$ cat src/rtl/branch_pkg.sv
// Shared types for the branch resolver: default PC width, pipeline metadata record
// and the mispredict reason code carried alongside each resolve.
package branch_pkg;

    localparam int ADDR_W_DEFAULT = 32;

    typedef struct packed {
        logic                      v;
        logic                      br;
        logic                      ptk;
        logic [ADDR_W_DEFAULT-1:0] paddr;
        logic [ADDR_W_DEFAULT-1:0] pc;
    } branch_meta_t;

    typedef enum logic [2:0] {
        NONE,
        NOT_TAKEN,
        TAKEN_MISS,
        TARGET_MISS,
        ALIAS
    } redirect_reason_e;

endpackage

$ cat src/rtl/branch_meta_stage.sv
// One prediction-metadata pipeline register; 1-cycle latency.
// hold keeps the contents, kill clears the record and wins over hold.
module branch_meta_stage
    import branch_pkg::*;
#(
    parameter type meta_t = branch_meta_t
) (
    input  logic  clk,
    input  logic  rst_n,
    input  logic  hold,
    input  logic  kill,
    input  meta_t d,
    output meta_t q
);

    always_ff @(posedge clk or negedge rst_n) begin
        if (!rst_n) begin
            q <= '0;
        end else if (kill) begin
            q <= '0;
        end else if (!hold) begin
            q <= d;
        end
    end

endmodule

$ cat src/rtl/branch_resolver.sv
// Carries fetch predictions F->D->X and resolves them against the EXEC outcome;
// outputs registered, pulse 2 edges after DECODE; stall freezes the pipe and gates resolves.
// Optional saturating hit/miss counters under BRANCH_RESOLVER_STATS_EN.
module branch_resolver
    import branch_pkg::*;
#(
    parameter int ADDR_W = ADDR_W_DEFAULT
) (
    input  logic              clk,
    input  logic              rst_n,
    input  logic              stall,
    input  logic [ADDR_W-1:0] f_pc,
    input  logic              f_predict_valid,
    input  logic [ADDR_W-1:0] f_predict_addr,
    input  logic              d_is_branch,
    input  logic              x_taken,
    input  logic [ADDR_W-1:0] x_target,
    output logic              x_predict_res,
    output logic [ADDR_W-1:0] x_train_pc,
    output logic [ADDR_W-1:0] x_train_target,
    output logic              x_redirect,
    output logic [ADDR_W-1:0] x_redirect_pc
`ifdef BRANCH_RESOLVER_STATS_EN
    ,
    output logic [31:0]       stat_hits,
    output logic [31:0]       stat_misses
`endif
);

    typedef struct packed {
        logic              v;
        logic              br;
        logic              ptk;
        logic [ADDR_W-1:0] paddr;
        logic [ADDR_W-1:0] pc;
    } meta_t;

    meta_t            d_meta, x_meta, d_next, x_next;
    redirect_reason_e reason;
    logic             train, mispredict;
    logic [ADDR_W-1:0] fix_pc;

    always_comb begin
        d_next       = '{v: 1'b1, br: 1'b0, ptk: f_predict_valid, paddr: f_predict_addr, pc: f_pc};
        x_next       = d_meta;
        x_next.br    = d_is_branch;
    end

    always_comb begin
        reason = NONE;
        train  = 1'b0;
        fix_pc = x_meta.pc + ADDR_W'(1);
        if (x_meta.v && !stall) begin
            if (x_meta.br && x_taken) begin
                train  = 1'b1;
                fix_pc = x_target;
                if (!x_meta.ptk) begin
                    reason = TAKEN_MISS;
                end else if (x_meta.paddr != x_target) begin
                    reason = TARGET_MISS;
                end
            end else if (x_meta.ptk) begin
                reason = x_meta.br ? NOT_TAKEN : ALIAS;
            end
        end
    end

    assign mispredict = (reason != NONE);

    // D is also killed the edge after a redirect: that fetch came from the stale stream.
    branch_meta_stage #(.meta_t(meta_t)) u_d_stage (
        .clk   (clk),
        .rst_n (rst_n),
        .hold  (stall),
        .kill  (mispredict || x_redirect),
        .d     (d_next),
        .q     (d_meta)
    );

    branch_meta_stage #(.meta_t(meta_t)) u_x_stage (
        .clk   (clk),
        .rst_n (rst_n),
        .hold  (stall),
        .kill  (mispredict),
        .d     (x_next),
        .q     (x_meta)
    );

    always_ff @(posedge clk or negedge rst_n) begin
        if (!rst_n) begin
            x_predict_res  <= 1'b0;
            x_train_pc     <= '0;
            x_train_target <= '0;
            x_redirect     <= 1'b0;
            x_redirect_pc  <= '0;
        end else begin
            x_predict_res  <= train;
            x_train_pc     <= train ? x_meta.pc : '0;
            x_train_target <= train ? x_target : '0;
            x_redirect     <= mispredict;
            x_redirect_pc  <= mispredict ? fix_pc : '0;
        end
    end

`ifdef BRANCH_RESOLVER_STATS_EN
    logic hit;
    assign hit = x_meta.v && !stall && x_meta.br && !mispredict;

    always_ff @(posedge clk or negedge rst_n) begin
        if (!rst_n) begin
            stat_hits   <= '0;
            stat_misses <= '0;
        end else begin
            if (hit && stat_hits != 32'hFFFF_FFFF) begin
                stat_hits <= stat_hits + 32'd1;
            end
            if (mispredict && stat_misses != 32'hFFFF_FFFF) begin
                stat_misses <= stat_misses + 32'd1;
            end
        end
    end
`else
`endif

endmodule

$ cat config.mk
export PLATFORM = sky130hd
export DESIGN_NAME = branch_resolver
export DESIGN_NICKNAME = d
export VERILOG_FILES = /design/src/rtl/branch_pkg.sv /design/src/rtl/branch_meta_stage.sv /design/src/rtl/branch_resolver.sv
export SDC_FILE = /design/constraint.sdc
export NUM_CORES = 1
export LEC_CHECK = 0
export ABC_AREA = 0
export BUFFER_PORTS_ARGS = -buffer_cell sky130_fd_sc_hd__buf_2
export CORE_ASPECT_RATIO = 0.6
export CORE_MARGIN = 2
export CORE_UTILIZATION = 35
export CTS_CLUSTER_SIZE = 8
export DETAILED_ROUTE_END_ITERATION = 8
export GPL_ROUTABILITY_DRIVEN = 0
export PLACE_DENSITY = 0.61
export SETUP_SLACK_MARGIN = 0.5
export SKIP_LAST_GASP = 1
export SLEW_MARGIN = 20
export SYNTH_ARGS = -nofsm -noshare
export SYNTH_HDL_FRONTEND = slang
export SYNTH_SLANG_ARGS = --single-unit
$ cat constraint.sdc
create_clock -name clk -period 5.58 [get_ports clk]
set_input_delay 0.837 -clock clk [delete_from_list [all_inputs] [get_ports clk]]
set_output_delay 0.837 -clock clk [all_outputs]
set_load 0.05 [all_outputs]
# Word-level counts from Yosys, hierarchy flattened
# Cells that the tools add are included.
# Widths: inputs -> output; s select.
dict set report classes {
  n_addsub 1
  eq_ne 3
  n_mux 17
  reduce_logical 5
}
# cell n
set op_table {}
lappend op_table {{$mux 67} 4}
lappend op_table {{$mux 32} 5}
lappend op_table {{$add 32x1->32 const B} 1}
lappend op_table {{$ne 32x32->1} 1}
lappend op_table {{$mux 3} 4}
lappend op_table {{$mux 2} 2}
lappend op_table {{$ne 2x1->1 const B} 2}
lappend op_table {{$reduce_bool 3->1} 1}
lappend op_table {{$logic_and 1x1->1} 2}
lappend op_table {{$mux 1} 2}
lappend op_table {{$logic_not 1->1} 1}
lappend op_table {{$logic_or 1x1->1} 1}
dict set report word_totals {
  regBits 231
  inputBits 102
  out_inout_bits 98
  wordCells 40
}

# Logic depth before layout (Yosys ltp)
# Gate-level depths: netlist (run 1).
dict set report depth {
  ltp_word 8
  ltp_mapped 8
}

# Hierarchy
# A second synthesis (run 1) with hierarchy kept.
dict set report unflattened {
  hier_cells 837
  hier_area_um2 10038.4
}
# module instances cells_each area_per_inst_um2 seq_area_each_um2
set modules_own_cells {}
lappend modules_own_cells {branch_meta_stage 2 216 2736.4 1676.6}
lappend modules_own_cells {branch_resolver 1 405 4565.6 2452.4}

# Least setup slack after synthesis (run 1)
# Ideal clock, no wire load.
dict set report synth_path {
  path_kind {input to register}
  start {input port x_target[27]}
  end {register u_x_stage.q[0] (netlist bit)}
  setup_time_ns 0.078
  arrival_time_ns 2.534
  required_ns 5.502
  path_slack_ns 2.968
  cell_stages 8
  path_cell_list {xnor2_1 -> nand4_1 -> or4_1 -> or4_1 -> buf_2 -> buf_6 -> buf_4 -> a21oi_1}
}
dict set report synth_via {
  elab_chain_cells 7
}
# item line
set synth_rtl {}
lappend synth_rtl {{start, declared} branch_resolver.sv:17} ;# input logic [ADDR_W-1:0] x_target,
lappend synth_rtl {{$ne 32x32->1 (*)} branch_resolver.sv:59} ;# end else if (x_meta.paddr != x_target) begin
lappend synth_rtl {{$mux 2 (*)} branch_resolver.sv:59}
lappend synth_rtl {{$mux 2 (*)} branch_resolver.sv:57} ;# if (!x_meta.ptk) begin
lappend synth_rtl {{$mux 3 (*)} branch_resolver.sv:54} ;# if (x_meta.br && x_taken) begin
lappend synth_rtl {{$mux 3 (*)} branch_resolver.sv:53} ;# if (x_meta.v && !stall) begin
lappend synth_rtl {{$reduce_bool 3->1 (*)} branch_resolver.sv:68} ;# assign mispredict = (reason != NONE);
lappend synth_rtl {{$ne 2x1->1 (no line) / $mux 67 (equally long branches)} n/a}
lappend synth_rtl {{end signal, assigned} branch_meta_stage.sv:18} ;# q <= '0;
lappend synth_rtl {{end signal, assigned} branch_meta_stage.sv:20} ;# q <= '0;
lappend synth_rtl {{end signal, assigned} branch_meta_stage.sv:22} ;# q <= d;
lappend synth_rtl {{end, declared} branch_meta_stage.sv:13} ;# output meta_t q
# Mark *: on every way between the ends. The rest lies on a longest branch, timed or not.
# A chain may end at the register's enable or synchronous reset.

# Worst setup path in the final report (run 1)
dict set report layout_path {
  start {register u_x_stage.q[59] (netlist bit)}
  end {register u_d_stage.q[42] (netlist bit)}
}
dict set report layout_via {
  elab_chain_cells 8
}
# item line
set layout_rtl {}
lappend layout_rtl {{$ne 32x32->1 (*)} branch_resolver.sv:59}
lappend layout_rtl {{$mux 2 (*)} branch_resolver.sv:59}
lappend layout_rtl {{$mux 2 (*)} branch_resolver.sv:57}
lappend layout_rtl {{$mux 3 (*)} branch_resolver.sv:54}
lappend layout_rtl {{$mux 3 (*)} branch_resolver.sv:53}
lappend layout_rtl {{$reduce_bool 3->1 (*)} branch_resolver.sv:68}
lappend layout_rtl {{$logic_or 1x1->1 (*)} branch_resolver.sv:75} ;# .kill (mispredict || x_redirect),
lappend layout_rtl {{$ne 2x1->1 (no line) / $mux 67 (equally long branches)} n/a}
lappend layout_rtl {{end signal, assigned} branch_meta_stage.sv:18}
lappend layout_rtl {{end signal, assigned} branch_meta_stage.sv:20}
lappend layout_rtl {{end signal, assigned} branch_meta_stage.sv:22}
lappend layout_rtl {{end, declared} branch_meta_stage.sv:13}
# Marks and branches as above.

==> results of run 1 <==
-- cell usage after synthesis, types with 2 or more instances --
cell | instances | area [µm²]
a2111oi_2 | 5 | 75.1
buf_2 | 12 | 60.1
xor2_1 | 29 | 254
a211oi_1 | 65 | 488
nand4_2 | 2 | 25.0
a2111oi_0 | 11 | 96.3
inv_1 | 7 | 26.3
or4_1 | 6 | 45.0
nand3_1 | 14 | 70.1
nor2_1 | 32 | 120
buf_4 | 6 | 45.0
a21oi_1 | 81 | 405
xnor2_1 | 30 | 263
o211a_1 | 2 | 20.0
buf_1 | 7 | 26.3
nor4_2 | 2 | 25.0
clkbuf_1 | 49 | 184
nor4_1 | 9 | 56.3
or3_1 | 2 | 12.5
and2_1 | 59 | 369
dfrtp_1 | 231 | 5780
nor3_1 | 21 | 105
nor3_2 | 2 | 20.0
nand2_1 | 10 | 37.5
nand4_1 | 11 | 68.8
mux2i_1 | 132 | 1320
-- registers in the layout (all words and copies together), names as in the netlist --
name,count
x_redirect_pc,32
u_d_stage.q,66
x_train_pc,32
u_x_stage.q,67
x_redirect,1
x_train_target,32
x_predict_res,1
-- critical path, cell delays in order (launching register included) --
cell and delay [ps]:
dfrtp_1 440, xnor2_1 170, nand4_1 180, or4_1 640
or4_4 760, buf_4 500, a211oi_1 370
-- kinds of logic after synthesis --
group | count (synthesis) | share of synthesized area [%]
flip-flops | 231 | 57.1
AND/OR/NAND/NOR | 176 | 10.0
AO/OA/AOI/OAI | 168 | 11.1
multiplexers | 132 | 13.1
buffers and inverters | 82 | 3.49
XOR/XNOR | 59 | 5.10
adder cells (fa/ha/maj) | 1 | 0.124
-- layout by cell type (no fill, tap or decap), types with 2 or more instances in the layout --
cell,count
dfrtp_1,230
nand4_1,11
a2111oi_2,5
or4_1,5
clkbuf_16,37
nor4_1,9
buf_4,12
mux2i_1,132
nand3_1,14
nor4_4,2
nand2_1,10
a211oi_1,65
xnor2_1,30
and2_1,59
diode_2,6
nor3_2,2
or3_1,2
nand4_2,2
clkbuf_1,2
a2111oi_0,11
xor2_1,29
nor2_1,32
inv_1,6
o211a_1,2
a21oi_1,81
nor3_1,21
buf_2,197
-- power groups by stage --
stage	sequential [mW]	combinational, mW	clock, mW
2_1_floorplan	2.58	0.798	0
3_3_place_gp	2.57	1.28	0
3_5_place_dp	2.58	1.31	0
4_1_cts	2.55	1.32	1.89
5_1_grt	2.62	1.44	1.98
6_report	2.56	1.31	1.85
-- stage by stage --
| stage | hold WS (ps) | util, % | cell area (µm²) | total power [mW] |
|---|---|---|---|---|
| final | 208 | 43.3 | 12400 | 5.72 |
| after global routing | 219 | 43.3 | 12400 | 6.03 |
| after CTS | 512 | 43.2 | 12300 | 5.77 |
| after detailed placement | 536 | 39.9 | 11400 | 3.89 |
| after global placement | 525 | 39.9 | 11400 | 3.85 |
| after floorplan | 497 | - | 10100 | 3.38 |
-- final timing paths --
check	startpoint	endpoint	slack [ps]	cells past startpoint
max	u_x_stage.q[59]	u_d_stage.q[42]	2330	6
min	rst_n	x_train_pc[23]	210	1
max reg2reg	u_x_stage.q[59]	u_d_stage.q[42]	2330	6
min reg2reg	u_d_stage.q[14]	u_x_stage.q[14]	540	2
max in group asynchronous	rst_n	x_redirect	4020	3
min in group clk	u_d_stage.q[14]	u_x_stage.q[14]	540	2
-- routing by layer --
metal / global-route usage [%] / wire, µm
met1: 29.9 / 14800
met2: 27.9 / 12800
met3: 6.96 / 2660
met4: 5.44 / 620
met5: 0 / 21
-- final cells by class --
type | instances | area, µm²
Sequential cell | 231 | 5780
Clock buffer | 39 | 933
Timing Repair Buffer | 213 | 1150
Inverter | 7 | 26.3
Fill cell | 2685 | 16200
Antenna cell | 6 | 15.0
Multi-Input combinational cell | 536 | 4010
Tap cell | 375 | 469
==> qor.yml, run 1 <==
hpwl_mm: 21.2
die_area_um2: 30300
cts_tree: "built"
cap_viol_max_count: 0
drive_above_1_share_pct: 25.9
run_status: "finished clean"
wirelength_mm: 30.8
finalSetupTns_ps: 0
cts_resized: 0
hold_path_class: "input pin to async pin"
ant_nets: 0
via_count: 7373
p_seq_share_pct: 44.7
grt.overflow.total: 0
synthCells: 849
syn_to_final_growth_pct: 22.3
yosys_register_bits: 231
setup_viol: 0
fin_crit_sh_pct: 58.2
netlist_area_um2: 10100
grt_pass1_wl_mm: 45.9
clk_latency_ps: 500
synth-main-ff-cell: "dfrtp_1"
cp.arrival_ps: 3640
drc_errors: 0
drtIter0Drc: 671
relSlewSlack_pct: 37.2
nNetsFinal: 1126
avgRoutedWirePerCell_um: 21.9
num_rows: 48
pre_cts_slack_ps: 1920
worst_slack_ps: 2330
ir_drop_mv: 0.182
coreArea_um2: 28600
cts.sinks: 231
syn_area_per_cell_um2: 11.9
synth_cell_types: 38
synth_warnings: 0
synth_fp_nets: 952
grt_pass1_vias: 7272
slew_viol_final: 0
die_w_um: 224
pwr_density_cell_nw_per_um2: 462
combPwrFrac_pct: 22.9
io_buffer_count: 199
track_usage_pct: 20.2
clk_pin_slew_ps: 50
crit_type: "register to register"
p_int_mw: 3.78
grt_max_degree: 131
cts_made_buffers: 34
ios: 200
holdBufCountCts: 0
pwr-share-clk_pct: 32.4
sw_frac_of_total_pct: 34.0
drt-pass1-iter-count: 5
min_period_ps: 3250
numPlacedInstances: 1361
total_leakage_power_nw: 6.08
h-tree-depth: 2
yosysSeqAreaShare_pct: 57.1
clock_path_buffers: 3
required_ps: 5970
skew_ps: 10.8
antenna_found_initial: 8
rsz0062_at_grt: "no"
cts_setup_buffers: 0
initial_utilization_pct: 35.4
crit_fanout: 82
worstMarginPinSlew_ps: 934
die_height_um: 136
hold_violations: 0
synthArstFlopShare_pct: 100
power.net_switching_mw: 1.94
vias_per_cell: 5.24
root_buffer: "clkbuf_16"
end_kind: "register"
max_freq_ghz: 0.308
fin_cells: 1407
cp-start-kind: "register"
synth-edff-count: 0
(Power assumes the default switching activity.)
==> run 2, diff against run 1 <==
ABC_AREA = 1   (was 0)
clock period = 3.2 ns   (was 5.58 ns; I/O delays follow)
==> qor.yml, run 2 <==
initial_utilization_pct: 36.0  # +0.60 points
min_period_ps: 2410  # -835 ps
drive_above_1_share_pct: 19.7  # -6.2 points
hold_path_class: "input pin to register"
antenna_found_initial: 13  # +5
via_count: 8769  # +19%
wirelength_mm: 33.6  # +8.9%
synth_fp_nets: 1307  # +37%
cts_setup_buffers: 0  # unchanged
finalSetupTns_ps: 0  # unchanged
run_status: "finished clean"
clock_path_buffers: 3  # unchanged
final_area_um2: 12300  # -0.52%
holdBufCountCts: 1  # +1
syn_area_per_cell_um2: 8.34  # -30%
die_w_um: 223  # -0.41%
fillers: 2794  # +4.1%
fin_cells: 1767  # +26%
root_buffer: "clkbuf_16"
cp.arrival_ps: 2800  # -840 ps
netlist_top_cells_count: "nand2_1, dfrtp_1, nor2_1, inv_1, nand4_1"
vias_per_cell: 4.96  # -5.3%
numPlacedInstances: 1722  # +27%
ios: 200  # unchanged
synth_cell_types: 29  # -24%
grt_pass1_wl_mm: 51.2  # +11%
worstMarginPinSlew_ps: 1100  # +164 ps
cts_resized: 0  # unchanged
cap_viol_max_count: 0  # unchanged
largest-register: "u_x_stage.q"
fin_crit_sh_pct: 75.4  # +17 points
relSlewSlack_pct: 26.8  # -10 points
final_common_cell: "nand2_1"
netlist_area_um2: 10000  # -0.84%
cp-start-kind: "register"
syn_to_final_growth_pct: 22.7
placed_cell_area_um2: 11400  # about the same
nNetsFinal: 1495  # +33%
largest_register_ffs: 67  # unchanged
grt_pass1_vias: 8402  # +16%
ant_nets: 0  # unchanged
cts.sinks: 231  # unchanged
pwr_density_cell_nw_per_um2: 669  # +45%
synthArstFlopShare_pct: 100  # unchanged
die_area_um2: 30100  # -0.82%
synthCells: 1204  # +42%
ir_drop_mv: 0.310  # +70%
cts_made_buffers: 34  # unchanged
setup_viol: 0  # unchanged
crit_type: "register to register"
yosysSeqAreaShare_pct: 57.6  # +0.48 points
rsz0062_at_grt: "no"
avgRoutedWirePerCell_um: 19.0  # -13%
die_height_um: 135  # -0.41%
end_kind: "register"
grt.overflow.total: 0  # unchanged
yosys.area.top_type: "dfrtp_1"
largest_registers: "u_x_stage.q x67, u_d_stage.q x66"
synth-main-ff-cell: "dfrtp_1"
num_rows: 47  # -2.1%
drtIter0Drc: 767  # +14%
hpwl_mm: 24.5  # +15%
clk_pin_slew_ps: 50  # about the same
total_leakage_power_nw: 6.70  # +10%
hold_violations: 0  # unchanged
cts_tree: "built"
slew_viol_final: 0  # unchanged
yosys_register_bits: 231  # unchanged
drc_errors: 0  # unchanged
skew_ps: 20.2  # +9.41 ps
final_cell_mix: "nand2_1, dfrtp_1, buf_2"
h-tree-depth: 2  # unchanged
synth.most_common_cell: "nand2_1"
yosys-top-cells-area: "dfrtp_1, nand2_1, nor2_1"
coreArea_um2: 27900  # -2.5%
drt-pass1-iter-count: 5  # unchanged
crit_fanout: 20  # -76%
io_buffer_count: 199  # unchanged
synth_warnings: 0  # unchanged
yosys.area.top_type_share_pct: 57.6  # +0.48 points
max_freq_ghz: 0.414  # +35%
grt_max_degree: 117  # -11%
required_ps: 3580  # -2390 ps
clk_latency_ps: 520  # +20 ps
track_usage_pct: 22.6  # +2.4 points
synth-edff-count: 0  # unchanged
## run 2: cell count changes after synthesis, sizes merged, moves of 54 or more
cell    delta
a21oi     -54
nor2     +161
mux2i    -132
nand4     +57
a211oi    -65
inv       +99
and2      -59
o21ai     +60
nand2    +362
## run 2: metrics by stage
step | setup slack [ps] | util (%) | power, mW | hold WS, ps
after CTS | 757 | 44.1 | 8.32 | 184
after global placement | 610 | 40.9 | 5.13 | 461
after floorplan | 1570 | - | 4.55 | 184
final | 787 | 44.2 | 8.24 | 206
after global routing | 553 | 44.1 | 8.67 | 214
after detailed placement | 599 | 40.9 | 5.14 | 463
## run 2: final timing paths
path                                endpoint  slack, ps              start  cells past startpoint
setup reg to reg           x_redirect_pc[19]        790    u_x_stage.q[58]                     13
min in group asynchronous  x_redirect_pc[16]        570              rst_n                      2
hold reg to reg              u_d_stage.q[30]        470    u_d_stage.q[30]                      2
setup / recovery           x_redirect_pc[19]        790    u_x_stage.q[58]                     13
hold / removal               u_d_stage.q[33]        210  f_predict_addr[1]                      3
max in group asynchronous    u_d_stage.q[11]       1870              rst_n                      3
## run 2: routing by layer
layer | vias to the layer above | GRT usage, % | share of wire [%]
li1 | 4192 | - | -
met1 | 4174 | 35.0 | 50
met2 | 333 | 29.0 | 39
met3 | 56 | 8.74 | 10
met4 | 14 | 5.11 | 1.4
met5 | - | 0 | 0.24
## run 2: power by group
group | switching (mW) | total [mW] | internal [mW]
logic | 1.10 | 1.55 | 0.449
clock network | 1.24 | 3.13 | 1.88
registers | 0.266 | 3.56 | 3.30
total | 2.61 | 8.24 | 5.63
## run 2: area by class of cell
type	instances	area [µm²]	share of cell area (%)
Timing Repair Buffer	214	1190	9.63
Clock buffer	35	855	6.94
Inverter	106	398	3.23
Clock inverter	3	33.8	0.274
Antenna cell	6	15.0	0.122
Multi-Input combinational cell	805	3590	29.2
Tap cell	367	459	3.73
Sequential cell	231	5780	46.9
## run 2: kinds of logic (layout without fill, tap and decap cells)
| family | Yosys count | after routing | synth area share, % |
|---|---|---|---|
| AO/OA/AOI/OAI | 115 | 115 | 6.36 |
| XOR/XNOR | 14 | 14 | 1.22 |
| adder cells (fa/ha/maj) | 1 | 1 | 0.125 |
| buffers and inverters | 168 | 358 | 6.84 |
| flip-flops | 231 | 231 | 57.6 |
| other | 0 | 6 | 0 |
| AND/OR/NAND/NOR | 675 | 675 | 27.9 |
## run 2: critical path, stage by stage, from the launching register on
cell and delay [ps]:
dfrtp_1 440, nand2_1 110, nand2_1 60, inv_1 40, nand2_1 50, nor2_1 220, nand2_1 80, nor2_1 170
nand3_1 120, nand2_2 100, nand2_2 290, buf_4 350, inv_2 160, nor2_1 90
